### src/rtl/audio_adc_rx.sv
// I2S ADC receiver: synchronizes the codec clocks into CLOCK_50 and delivers left/right pairs
// through a valid/ready output. Optional peak meter is compiled in with AUDIO_ADC_PEAK_EN.
`timescale 1ns/1ps

module audio_adc_rx #(
    parameter int DATA_WIDTH = 16
) (
    input  logic                  CLOCK_50,
    input  logic                  reset,
    input  logic                  AUD_BCLK,
    input  logic                  AUD_ADCLRCK,
    input  logic                  AUD_ADCDAT,
    output logic [DATA_WIDTH-1:0] left_out,
    output logic [DATA_WIDTH-1:0] right_out,
    output logic                  out_valid,
    input  logic                  out_ready,
    output logic                  overrun
`ifdef AUDIO_ADC_PEAK_EN
    ,
    output logic [7:0]            peak
`endif
);

    localparam logic [1:0] IDLE  = 2'd0;
    localparam logic [1:0] SKIP  = 2'd1;
    localparam logic [1:0] SHIFT = 2'd2;
    localparam logic [1:0] HOLD  = 2'd3;

    localparam int               CNT_W = $clog2(DATA_WIDTH);
    localparam logic [CNT_W-1:0] LAST  = CNT_W'(DATA_WIDTH - 1);

    logic bclk_s1, bclk_s2, bclk_prev;
    logic lrck_s1, lrck_s2, lrck_last, lrck_primed;
    logic dat_s1, dat_s2;

    logic [1:0]            state;
    logic [CNT_W-1:0]      bit_cnt;
    logic [DATA_WIDTH-2:0] shift_reg;
    logic                  chan_right;
    logic                  left_complete;
    logic [DATA_WIDTH-1:0] left_word;

    logic                  bclk_rise;
    logic                  lrck_edge;
    logic                  word_done;
    logic                  pair_done;
    logic                  load;
    logic [DATA_WIDTH-1:0] word_value;

    // NOTE: every clocked block uses non-blocking assignments so each register sees pre-edge values.
    always_ff @(posedge CLOCK_50) begin
        if (reset) begin
            bclk_s1   <= 1'b0;
            bclk_s2   <= 1'b0;
            bclk_prev <= 1'b0;
            lrck_s1   <= 1'b0;
            lrck_s2   <= 1'b0;
            dat_s1    <= 1'b0;
            dat_s2    <= 1'b0;
        end else begin
            bclk_s1   <= AUD_BCLK;
            bclk_s2   <= bclk_s1;
            bclk_prev <= bclk_s2;
            lrck_s1   <= AUD_ADCLRCK;
            lrck_s2   <= lrck_s1;
            dat_s1    <= AUD_ADCDAT;
            dat_s2    <= dat_s1;
        end
    end

    // The first BCLK rise after reset only records LRCK, so capture starts at a real edge.
    always_comb begin
        bclk_rise  = bclk_s2 & ~bclk_prev;
        lrck_edge  = bclk_rise & lrck_primed & (lrck_s2 != lrck_last);
        word_done  = bclk_rise & ~lrck_edge & (state == SHIFT) & (bit_cnt == LAST);
        word_value = {shift_reg, dat_s2};
        pair_done  = word_done & chan_right & left_complete;
        load       = pair_done & (~out_valid | out_ready);
    end

    // NOTE: the shift register is a small datapath register, not a memory, so it is reset with the rest.
    always_ff @(posedge CLOCK_50) begin
        if (reset) begin
            state         <= IDLE;
            bit_cnt       <= '0;
            shift_reg     <= '0;
            chan_right    <= 1'b0;
            left_complete <= 1'b0;
            left_word     <= '0;
            lrck_last     <= 1'b0;
            lrck_primed   <= 1'b0;
        end else begin
            if (bclk_rise) begin
                lrck_last   <= lrck_s2;
                lrck_primed <= 1'b1;
            end

            if (lrck_edge) begin
                state      <= SKIP;
                chan_right <= lrck_s2;
                bit_cnt    <= '0;
                shift_reg  <= '0;
                if (!lrck_s2) begin
                    left_complete <= 1'b0;
                end
            end else if (bclk_rise) begin
                case (state)
                    SKIP: state <= SHIFT;
                    SHIFT: begin
                        shift_reg <= word_value[DATA_WIDTH-2:0];
                        bit_cnt   <= bit_cnt + CNT_W'(1);
                        if (bit_cnt == LAST) begin
                            state <= HOLD;
                        end
                    end
                    default: state <= state;
                endcase
            end

            // A right word consumes the pending left word whether or not it forms a pair.
            if (word_done) begin
                if (!chan_right) begin
                    left_word     <= word_value;
                    left_complete <= 1'b1;
                end else begin
                    left_complete <= 1'b0;
                end
            end
        end
    end

    always_ff @(posedge CLOCK_50) begin
        if (reset) begin
            left_out  <= '0;
            right_out <= '0;
            out_valid <= 1'b0;
            overrun   <= 1'b0;
        end else if (pair_done) begin
            if (load) begin
                left_out  <= left_word;
                right_out <= word_value;
                out_valid <= 1'b1;
            end else begin
                overrun <= 1'b1;
            end
        end else if (out_valid && out_ready) begin
            out_valid <= 1'b0;
        end
    end

`ifdef AUDIO_ADC_PEAK_EN
    logic [15:0] decay_cnt;
    logic [7:0]  level_left;
    logic [7:0]  level_right;
    logic [7:0]  peak_max;

    // Magnitude saturates so the most negative code reads as full scale.
    function automatic logic [7:0] level_of(input logic [DATA_WIDTH-1:0] s);
        logic [DATA_WIDTH-1:0] mag;
        mag = s[DATA_WIDTH-1] ? (~s + DATA_WIDTH'(1)) : s;
        if (mag[DATA_WIDTH-1]) begin
            return 8'hFF;
        end
        return 8'(mag >> (DATA_WIDTH - 9));
    endfunction

    always_comb begin
        level_left  = level_of(left_word);
        level_right = level_of(word_value);
        peak_max    = peak;
        if (level_left > peak_max) begin
            peak_max = level_left;
        end
        if (level_right > peak_max) begin
            peak_max = level_right;
        end
    end

    always_ff @(posedge CLOCK_50) begin
        if (reset) begin
            decay_cnt <= '0;
            peak      <= '0;
        end else begin
            decay_cnt <= decay_cnt + 16'd1;
            if (load) begin
                peak <= peak_max;
            end else if ((&decay_cnt) && (peak != 8'd0)) begin
                peak <= peak - 8'd1;
            end
        end
    end
`endif

endmodule

### config.mk
export PLATFORM = sky130hd
export DESIGN_NAME = audio_adc_rx
export DESIGN_NICKNAME = d
export VERILOG_FILES = /design/src/rtl/audio_adc_rx.sv
export SDC_FILE = /design/constraint.sdc
export NUM_CORES = 1
export LEC_CHECK = 0
export BUFFER_PORTS_ARGS = -buffer_cell sky130_fd_sc_hd__buf_2
export CORE_UTILIZATION = 28
export DETAILED_ROUTE_END_ITERATION = 8
export GPL_TIMING_DRIVEN = 0
export MAX_ROUTING_LAYER = met4
export PLACE_DENSITY = 0.49
export SYNTH_ARGS = -nofsm -noshare
export SYNTH_HDL_FRONTEND = slang
export SYNTH_SLANG_ARGS = --single-unit
export TNS_END_PERCENT = 50
### constraint.sdc
create_clock -name CLOCK_50 -period 1.6 [get_ports CLOCK_50]
set_input_delay 0 -clock CLOCK_50 [delete_from_list [all_inputs] [get_ports CLOCK_50]]
set_output_delay 0 -clock CLOCK_50 [all_outputs]
set_load 0.02 [all_outputs]
[Word-level counts from Yosys, hierarchy flattened]
Index checks and enable logic that the tools add are counted.
Operators by class
  bitwise gates (word level): 15
  muxes and demuxes: 11
  $add $sub $neg: 1
  equality and inequality tests: 8
  reduce and logical (&&, ||, !) cells: 15
Operators by type and width (count)
  $reduce_and A2 Y1: 6
  $and A1 B1 Y1: 9
  $mux W1: 9
  $reduce_bool A2 Y1: 4
  $ne A2 B1 Y1 const B: 3
  $reduce_and A3 Y1: 2
  $not A1 Y1: 5
  $add A4 B1 Y4 const B: 1
  $eq A4 B4 Y1 const B: 1
  $pmux W2 S2: 1
  $ne A3 B2 Y1 const B: 1
  $reduce_bool A3 Y1: 1
  $eq A2 B1 Y1 const B: 1
  $eq A2 B2 Y1 const B: 1
  $mux W2: 1
  $reduce_or A2 Y1: 1
  $logic_and A1 B1 Y1: 1
  $ne A1 B1 Y1: 1
  $or A1 B1 Y1: 1
Word-level totals
  word-level logic and storage cells: 70
  bits in registers: 82

[Logic depth before layout (Yosys ltp)]
Gate-level depths: netlist of run 1.
  depth in word-level cells: 13
  gate-level depth with buffers: 6
  mapped depth without buffers: 4

[Worst setup path after synthesis of run 1]
Ideal clock, no wire load.
  path kind: reg-to-reg
  from: register state[0]
  to: register left_word[10]
  buffers on the path: 2
  required time: 1481 ps
  library setup time: 119 ps
  setup slack: -3 ps
  arrival time: 1483 ps
  stages on the path, launching flop included: 7
  cells stage by stage: dfxtp_1 and4bb_2 nand4_4 or3_1 buf_6 buf_6 mux2i_1
Between the ends
  cells in the longest elaborated chain, start to end: 4
Ends and longest elaborated chain
  start: declaration: RTL line 36  | logic [1:0] state;
  start signal: assignment: RTL line 116  | default: state <= state;
  $eq A2 B2 Y1: RTL line 75  | word_done = bclk_rise & ~lrck_edge & (state == SHIFT) & (bit_cnt == LAST);
  $and A1 B1 Y1 (2 in series): RTL line 75
  $reduce_and A2 Y1 (no source line)
  end signal: assignment: RTL line 123  | left_word <= word_value;
  end: declaration: RTL line 41  | logic [DATA_WIDTH-1:0] left_word;
No other way between the ends.
A chain may end at the register's enable or synchronous reset.

[Worst setup path in the final report of run 1]
  from: register bclk_prev
  to: register left_word[8]
Between the ends
  cells in the longest elaborated chain, start to end: 9
Ends and longest elaborated chain
  start: declaration: RTL line 32  | logic bclk_s1, bclk_s2, bclk_prev;
  start signal: assignment: RTL line 63  | bclk_prev <= bclk_s2;
  $not A1 Y1 (*): RTL line 73  | bclk_rise = bclk_s2 & ~bclk_prev;
  $and A1 B1 Y1 (*): RTL line 73
  $and A1 B1 Y1 (2 in series): RTL line 74  | lrck_edge = bclk_rise & lrck_primed & (lrck_s2 != lrck_last);
  $not A1 Y1: RTL line 75
  $and A1 B1 Y1 (*) (3 in series): RTL line 75
  $reduce_and A2 Y1 (no source line) (*)
Every way passes the cells marked *; elsewhere a longest branch is shown, timed or not.

==> results of run 1 <==
-- cells by family (layout without fill, tap and decap cells) --
logic type	Yosys count	in the layout
adders and majority gates	1	1
DFF	82	82
muxes	17	17
AOI/OAI and AO/OA	89	89
buffers and inverters	35	95
and+or+nand+nor	129	129
xor gates and xnor gates	4	4
-- repair_timing --
| item | 4_1_cts | 5_1_grt |
|---|---|---|
| gates cloned | 0 | 1 |
| hold endpoints to repair | 3 | 0 |
| pin swaps | 3 | 1 |
| resized for setup | 21 | 41 |
| buffers inserted | 5 | 3 |
| setup endpoints to repair | 69 | 52 |
| hold buffers | 3 | 0 |
-- stage by stage --
stage	cells	setup WS [ns]	instance area [um2]	util, %	TNS (ns)
after floorplan	357	0.000605	3120	-	0
after global routing	557	-0.104	3860	35.6	-2.22
after detailed placement	535	-0.279	3480	32.1	-12.76
after global placement	535	-0.267	3480	32.1	-11.77
final	557	-0.0542	3860	35.6	-0.445
after CTS	554	-0.0599	3760	34.7	-0.599
-- worst max-delay path, cell delays in order (launching register included) --
cell and delay, ns:
sky130_fd_sc_hd__dfxtp_2 0.32, sky130_fd_sc_hd__and4bb_2 0.35, sky130_fd_sc_hd__nand4_4 0.11, sky130_fd_sc_hd__or3_1 0.34, sky130_fd_sc_hd__buf_6 0.15, sky130_fd_sc_hd__clkbuf_16 0.15
sky130_fd_sc_hd__mux2i_1 0.11
-- report_power, final --
| part | internal (W) | switching (W) | total, W |
|---|---|---|---|
| clock network | 0.000753 | 0.000725 | 0.00148 |
| logic | 0.0000233 | 0.0000527 | 0.0000760 |
| registers | 0.00205 | 0.00000562 | 0.00205 |
| total | 0.00282 | 0.000784 | 0.00361 |
-- worst paths after layout --
check                           startpoint            to  slack (ns)
worst max-delay path             bclk_prev  left_word[8]       -0.05
worst min register to register      dat_s1        dat_s2        0.44
worst min-delay path             out_ready       overrun        0.01
worst max register to register   bclk_prev  left_word[8]       -0.05
-- layout by cell type, fill, tap and decap left out, drive strengths merged, types with 2 or more instances in the layout --
master / instances
nor2b: 8
nor2: 8
a21oi: 51
dlygate4sd3: 3
buf: 59
o211ai: 2
nand4: 34
xnor2: 2
clkbuf: 28
and2: 2
o21ai: 33
mux2i: 17
nand2: 67
clkinv: 3
dfxtp: 82
xor2: 2
nand3b: 2
-- layout make-up --
| class | instances | area, um2 |
|---|---|---|
| Clock inverter | 3 | 40.0 |
| Multi-Input combinational cell | 240 | 1370 |
| Sequential cell | 82 | 1650 |
| Fill cell | 1156 | 6980 |
| Tap cell | 140 | 175 |
| Timing Repair Buffer | 50 | 305 |
| Buffer | 28 | 171 |
| Clock buffer | 12 | 145 |
| Inverter | 2 | 7.51 |
-- per-layer routing --
| metal | GRT usage [%] | routed length (um) | vias up |
|---|---|---|---|
| met3 | 2.42 | 206 | 11 |
| met4 | 5.87 | 140 | 0 |
| met2 | 23.3 | 3510 | 40 |
| met5 | - | 0 | - |
| met1 | 19.9 | 4040 | 1196 |
| li1 | - | - | 1357 |
==> results.txt, run 1 <==
----------------------------------------------------
[Status]
  Outcome ... finished with violations
  Failing checks ... setup timing

[Finish]
  Fraction of final layout cells with drive strength greater than 1 ... 23.0%
  Largest registers ... left_out: 16 flops, left_word: 16 flops, right_out: 16 flops
  Nets ... 420
  P&R area growth vs syn ... 23.9%
  Diodes inserted ... 0

[Clock network]
  Buffer type at the clock tree root ... sky130_fd_sc_hd__clkbuf_8
  H-tree levels ... 3
  CTS clock-pin slew for the worst setup and hold paths ... 0.08 ns
  Clock sink count ... 82
  Clock buffer depth ... 2
  Clock tree from TritonCTS ... done
  Worst-skew pair later-pin latency ... 0.34 ns
  TritonCTS Buffers ... 9

[Logic synthesis]
  Dominant combinational cell family by area after synthesis ... simple AND/OR/NAND/NOR gates
  Xor-xnor portion of the synthesized cell area ... 1.12%
  Synth top area cells ... sky130_fd_sc_hd__dfxtp_1, sky130_fd_sc_hd__a21oi_1, sky130_fd_sc_hd__nand2_1
  Count of distinct cell types in the synthesized netlist ... 32
  Commonest register cell after synthesis ... sky130_fd_sc_hd__dfxtp_1
  Syn Inst Count ... 357
  Most frequently used cell type in the post-synthesis netlist ... sky130_fd_sc_hd__dfxtp_1
  Simple-gate share of the synthesized area ... 20.7%
  Post-synth design cell area ... 3110 um2
  Share of synthesized area occupied by flip-flops and latches ... 52.7%
  Library cell occupying the most area in the post-synthesis netlist ... sky130_fd_sc_hd__dfxtp_1
  Flops & latches, synth ... 82
  Async set-reset flop share out of synthesis ... 0%
  Multiplexer area fraction after synthesis ... 5.46%
  Number of synthesized flops with an enable pin ... 0
  Syn. warnings ... 0
  Commonest cells in the synthesized netlist ... sky130_fd_sc_hd__dfxtp_1, sky130_fd_sc_hd__nand2_1, sky130_fd_sc_hd__a21oi_1, sky130_fd_sc_hd__nand4_1, sky130_fd_sc_hd__o21ai_0
  Number of nets in the synthesized netlist ... 364
  Avg Inst Size Synth ... 8.72 um2
  Adder-cell share of the synthesized area ... 0.402%
  Compound-gate portion of the synthesized area ... 14.7%
  Area share of the leading cell type in the synthesized netlist ... 52.7%

[Critical path]
  CP endpoint kind ... flip-flop
  Maximum net fanout on the critical path ... 5
  Arrival time of the worst setup path ... 1.89 ns
  Count of cells along the worst register-to-register path ... 6
  CP Class ... flip-flop to flip-flop
  Crit path launch type ... flip-flop
  CP Data Required Time ... 1.83 ns

[STA]
  Worst rel slew slack ... 60.9%
  Share of the clock period used by the worst path after layout ... 103%
  Final worst setup slack ... -0.0542 ns
  Setup-violating endpoint count in the final report ... 13
  Total count of max-transition violations in the final report ... 0
  Transition time at the pin with the least slew margin ... 0.586 ns
  Post-layout min period ... 1.65 ns
  Final Hold Vio Count ... 0
  Clock Skews ... 0.00736 ns
  RSZ-0062 raised after global routing ... true
  Final-layout worst hold slack ... 0.0119 ns
  Maximum clock frequency ... 605 MHz

[Power and ir drop]
  Power density over the cells ... 935 nW/um2
  VDD IR-drop max ... 0.445 mV
  Total Power Consumption ... 0.00361 W
  Pleak ... 1.49 nW

[Placed design]
  Number of buffers added on ports ... 38
  Placer Congestion ... 0.784
  Placed wire-length estimate after detailed placement ... 5560 um

[Min path]
  Hold Path Class ... input port to flip-flop
  Count of cells along the worst hold path ... 3

[Die]
  Effective utilization at floorplan ... 28.7%
  Die Span Y ... 107 um
  Standard-cell rows ... 38
  Die X ... 107 um
  Area of the core ... 10800 um2
  Area enclosed by the die boundary ... 11500 um2
  Io pins ... 40

[Route]
  DRC marker count from the first detailed-route iteration ... 95
  WL per Instance ... 14.2 um
  DR DRC count ... 0
  Number of iterations in the first detailed-routing pass ... 4
  Avg Vias per Cell ... 4.68
  Via Count ... 2604
  Total wirelength of the detailed-routed design ... 7900 um
  Post-route antenna net violation count ... 0

[GRT]
  Final global-route overflow total ... 0
  Via count of the first global-routing pass ... 2420
  Global-route wire length before repair ... 12900 um
  GR Util All Layers ... 15.1%
  Initial antenna violation count ... 0
  Pin count of the biggest net entering global routing ... 20

[Flow run]
  Number of maximum-capacitance constraint violations ... 0

----------------------------------------------------
Power figures use the tool's default switching activity.
==> run 2: changes to the inputs <==
- ABC_AREA: not set -> 1
- BUFFER_PORTS_ARGS: -buffer_cell sky130_fd_sc_hd__buf_2 -> -buffer_cell sky130_fd_sc_hd__buf_4
==> run 2 against run 1 <==
Against the previous run: the run now ends clean; die area rose by 2.3%; clock skew fell by 0.0010 ns; utilization rose by 2.9 points; maximum frequency rose by 7.1%; synthesized cell count rose by 22%; critical path type unchanged.
==> results.txt, run 2 <==
----------------------------------------------------
[Clock network]
  Worst-skew pair later-pin latency ... 0.34 ns
  H-tree levels ... 3
  Clock buffer depth ... 2
  TritonCTS Buffers ... 9
  Clock sink count ... 82
  Buffer type at the clock tree root ... sky130_fd_sc_hd__clkbuf_16
  Clock tree from TritonCTS ... done
  CTS clock-pin slew for the worst setup and hold paths ... 0.06 ns

[Finish]
  Diodes inserted ... 0
  P&R area growth vs syn ... 32.7%
  Largest registers ... left_out: 16 flops, left_word: 16 flops, right_out: 16 flops
  Final design utilization ... 38.5%
  Most common library cell in the layout ignoring fill and taps ... sky130_fd_sc_hd__nand2_1
  Fraction of final layout cells with drive strength greater than 1 ... 21.8%
  Commonest cells after routing, fill and taps aside ... sky130_fd_sc_hd__nand2_1, sky130_fd_sc_hd__nor2_1, sky130_fd_sc_hd__dfxtp_1
  Fill cell instance count of the final layout ... 1156
  Nets ... 505

[Min path]
  Hold Path Class ... input port to flip-flop

[Critical path]
  Capture point of the worst path ... right_out[5]
  Maximum net fanout on the critical path ... 7
  Arrival time of the worst setup path ... 1.82 ns
  Worst r2r dst ... right_out[5]
  Crit path launch type ... flip-flop
  CP Class ... flip-flop to flip-flop
  CP Data Required Time ... 1.88 ns
  Slack of the worst reg-to-reg path ... 0.06 ns
  Worst flop-to-flop path startpoint ... bit_cnt[0]
  Count of cells along the worst register-to-register path ... 9
  Critical path startpoint ... bit_cnt[0]
  CP endpoint kind ... flip-flop

[Route]
  Total wirelength of the detailed-routed design ... 7210 um
  Post-route antenna net violation count ... 0
  Number of iterations in the first detailed-routing pass ... 4
  Avg Vias per Cell ... 4.25
  WL per Instance ... 11.3 um
  DR DRC count ... 0
  Via Count ... 2723
  DRC marker count from the first detailed-route iteration ... 186

[Logic synthesis]
  Commonest register cell after synthesis ... sky130_fd_sc_hd__dfxtp_1
  Syn. warnings ... 0
  Avg Inst Size Synth ... 7.33 um2
  Number of synthesized flops with an enable pin ... 0
  Flops & latches, synth ... 82
  Async set-reset flop share out of synthesis ... 0%
  Syn Inst Count ... 435
  Area share of the leading cell type in the synthesized netlist ... 51.5%
  Most frequently used cell type in the post-synthesis netlist ... sky130_fd_sc_hd__nand2_1
  Synth top area cells ... sky130_fd_sc_hd__dfxtp_1, sky130_fd_sc_hd__nand2_1, sky130_fd_sc_hd__nor2_1
  Library cell occupying the most area in the post-synthesis netlist ... sky130_fd_sc_hd__dfxtp_1
  Count of distinct cell types in the synthesized netlist ... 26
  Post-synth design cell area ... 3190 um2
  Commonest cells in the synthesized netlist ... sky130_fd_sc_hd__nand2_1, sky130_fd_sc_hd__nor2_1, sky130_fd_sc_hd__dfxtp_1, sky130_fd_sc_hd__inv_1, sky130_fd_sc_hd__a21oi_1
  Number of nets in the synthesized netlist ... 442
  Share of synthesized area occupied by flip-flops and latches ... 51.5%

[Die]
  Effective utilization at floorplan ... 29.0%
  Area enclosed by the die boundary ... 11800 um2
  Die Span Y ... 109 um
  Die X ... 109 um
  Area of the core ... 11000 um2
  Io pins ... 40
  Standard-cell rows ... 38

[STA]
  Final Hold Vio Count ... 0
  Share of the clock period used by the worst path after layout ... 96.5%
  RSZ-0062 raised after global routing ... true
  Total count of max-transition violations in the final report ... 0
  Clock Skews ... 0.00635 ns
  Setup-violating endpoint count in the final report ... 0
  Transition time at the pin with the least slew margin ... 0.541 ns
  Maximum clock frequency ... 647 MHz
  Final worst setup slack ... 0.0552 ns
  Post-layout min period ... 1.54 ns
  Worst rel slew slack ... 63.9%

[Placed design]
  Number of buffers added on ports ... 39
  Placed wire-length estimate after detailed placement ... 4920 um
  Pre-CTS worst setup slack ... -0.193 ns
  Placer Congestion ... 0.736

[Power and ir drop]
  Total Power Consumption ... 0.00432 W
  Pleak ... 2.05 nW
  VDD IR-drop max ... 0.568 mV
  Power density over the cells ... 1020 nW/um2

[GRT]
  Initial antenna violation count ... 0
  Final global-route overflow total ... 0
  Pin count of the biggest net entering global routing ... 13
  Via count of the first global-routing pass ... 2576
  GR Util All Layers ... 13.9%
  Global-route wire length before repair ... 12200 um

[Flow run]
  Number of maximum-capacitance constraint violations ... 0

[Status]
  Outcome ... completed

----------------------------------------------------
[run 2: how the worst min path moves through the flow]
stage	from	end	slack, ns	cells after the start
floorplan	reset	overrun	0.07	1
global placement	reset	overrun	0.18	2
detailed placement	reset	overrun	0.18	2
CTS	reset	overrun	0.37	3
global route	reset	overrun	0.41	3
finish	reset	overrun	0.38	3
[run 2: where the power goes]
group / switching, W / leakage (nW) / internal (W)
Sequential: 0.00000594 / 0.664 / 0.00205
Clock: 0.000788 / 0.151 / 0.00139
Combinational: 0.0000535 / 1.24 / 0.0000297
Total: 0.000847 / 2.05 / 0.00347
[run 2: cell families after synthesis]
kind of cell,after synthesis,synth area share [%]
buf+inv,75,10.1
simple gates,233,30.8
flops,82,51.5
fa+ha+maj,1,0.392
xor+xnor,2,0.550
compound gates,42,6.71
[run 2: layer usage]
| layer | wire length, um | vias up | track usage, % |
|---|---|---|---|
| met4 | 116 | 0 | 5.21 |
| met5 | 0 | - | - |
| li1 | - | 1435 | - |
| met3 | 237 | 10 | 3.65 |
| met1 | 3420 | 1237 | 16.8 |
| met2 | 3440 | 41 | 22.2 |
[run 2: cell type report]
cell class	instances	area, um2	share of cell area, %
Sequential cell	82	1650	39.0
Multi-Input combinational cell	278	1310	31.0
Timing Repair Buffer	52	454	10.7
Clock buffer	11	243	5.74
Inverter	55	206	4.88
Tap cell	140	175	4.14
Buffer	20	125	2.96
Clock inverter	3	65.1	1.54
[run 2: timing repair]
action                     4_1_cts  5_1_grt
hold endpoints to repair         4        0
resized for setup                6       27
setup endpoints to repair       42       29
pin swaps                        3        8
hold buffers                     5        0
setup buffers                    3        3
cloned                           0        2
[run 2: stage by stage]
| stage | instance area [um2] | TNS (ns) | hold slack, ns | instances |
|---|---|---|---|---|
| final | 4230 | 0 | 0.383 | 641 |
| after global routing | 4230 | -1.80 | 0.407 | 641 |
| after CTS | 4070 | 0 | 0.366 | 636 |
| after detailed placement | 3660 | -3.24 | 0.179 | 614 |
| after global placement | 3660 | -2.62 | 0.184 | 614 |
| after floorplan | 3190 | 0 | 0.0691 | 435 |
[run 2: worst max-delay path: stages (launching register included)]
cell and delay (ns):
sky130_fd_sc_hd__dfxtp_4 0.37, sky130_fd_sc_hd__ha_4 0.15, sky130_fd_sc_hd__nand3_4 0.09, sky130_fd_sc_hd__nor2_4 0.14, sky130_fd_sc_hd__nand4_4 0.18, sky130_fd_sc_hd__buf_12 0.21
sky130_fd_sc_hd__buf_8 0.13, sky130_fd_sc_hd__nand2_4 0.05, sky130_fd_sc_hd__nand2_2 0.04, sky130_fd_sc_hd__nor2_2 0.12
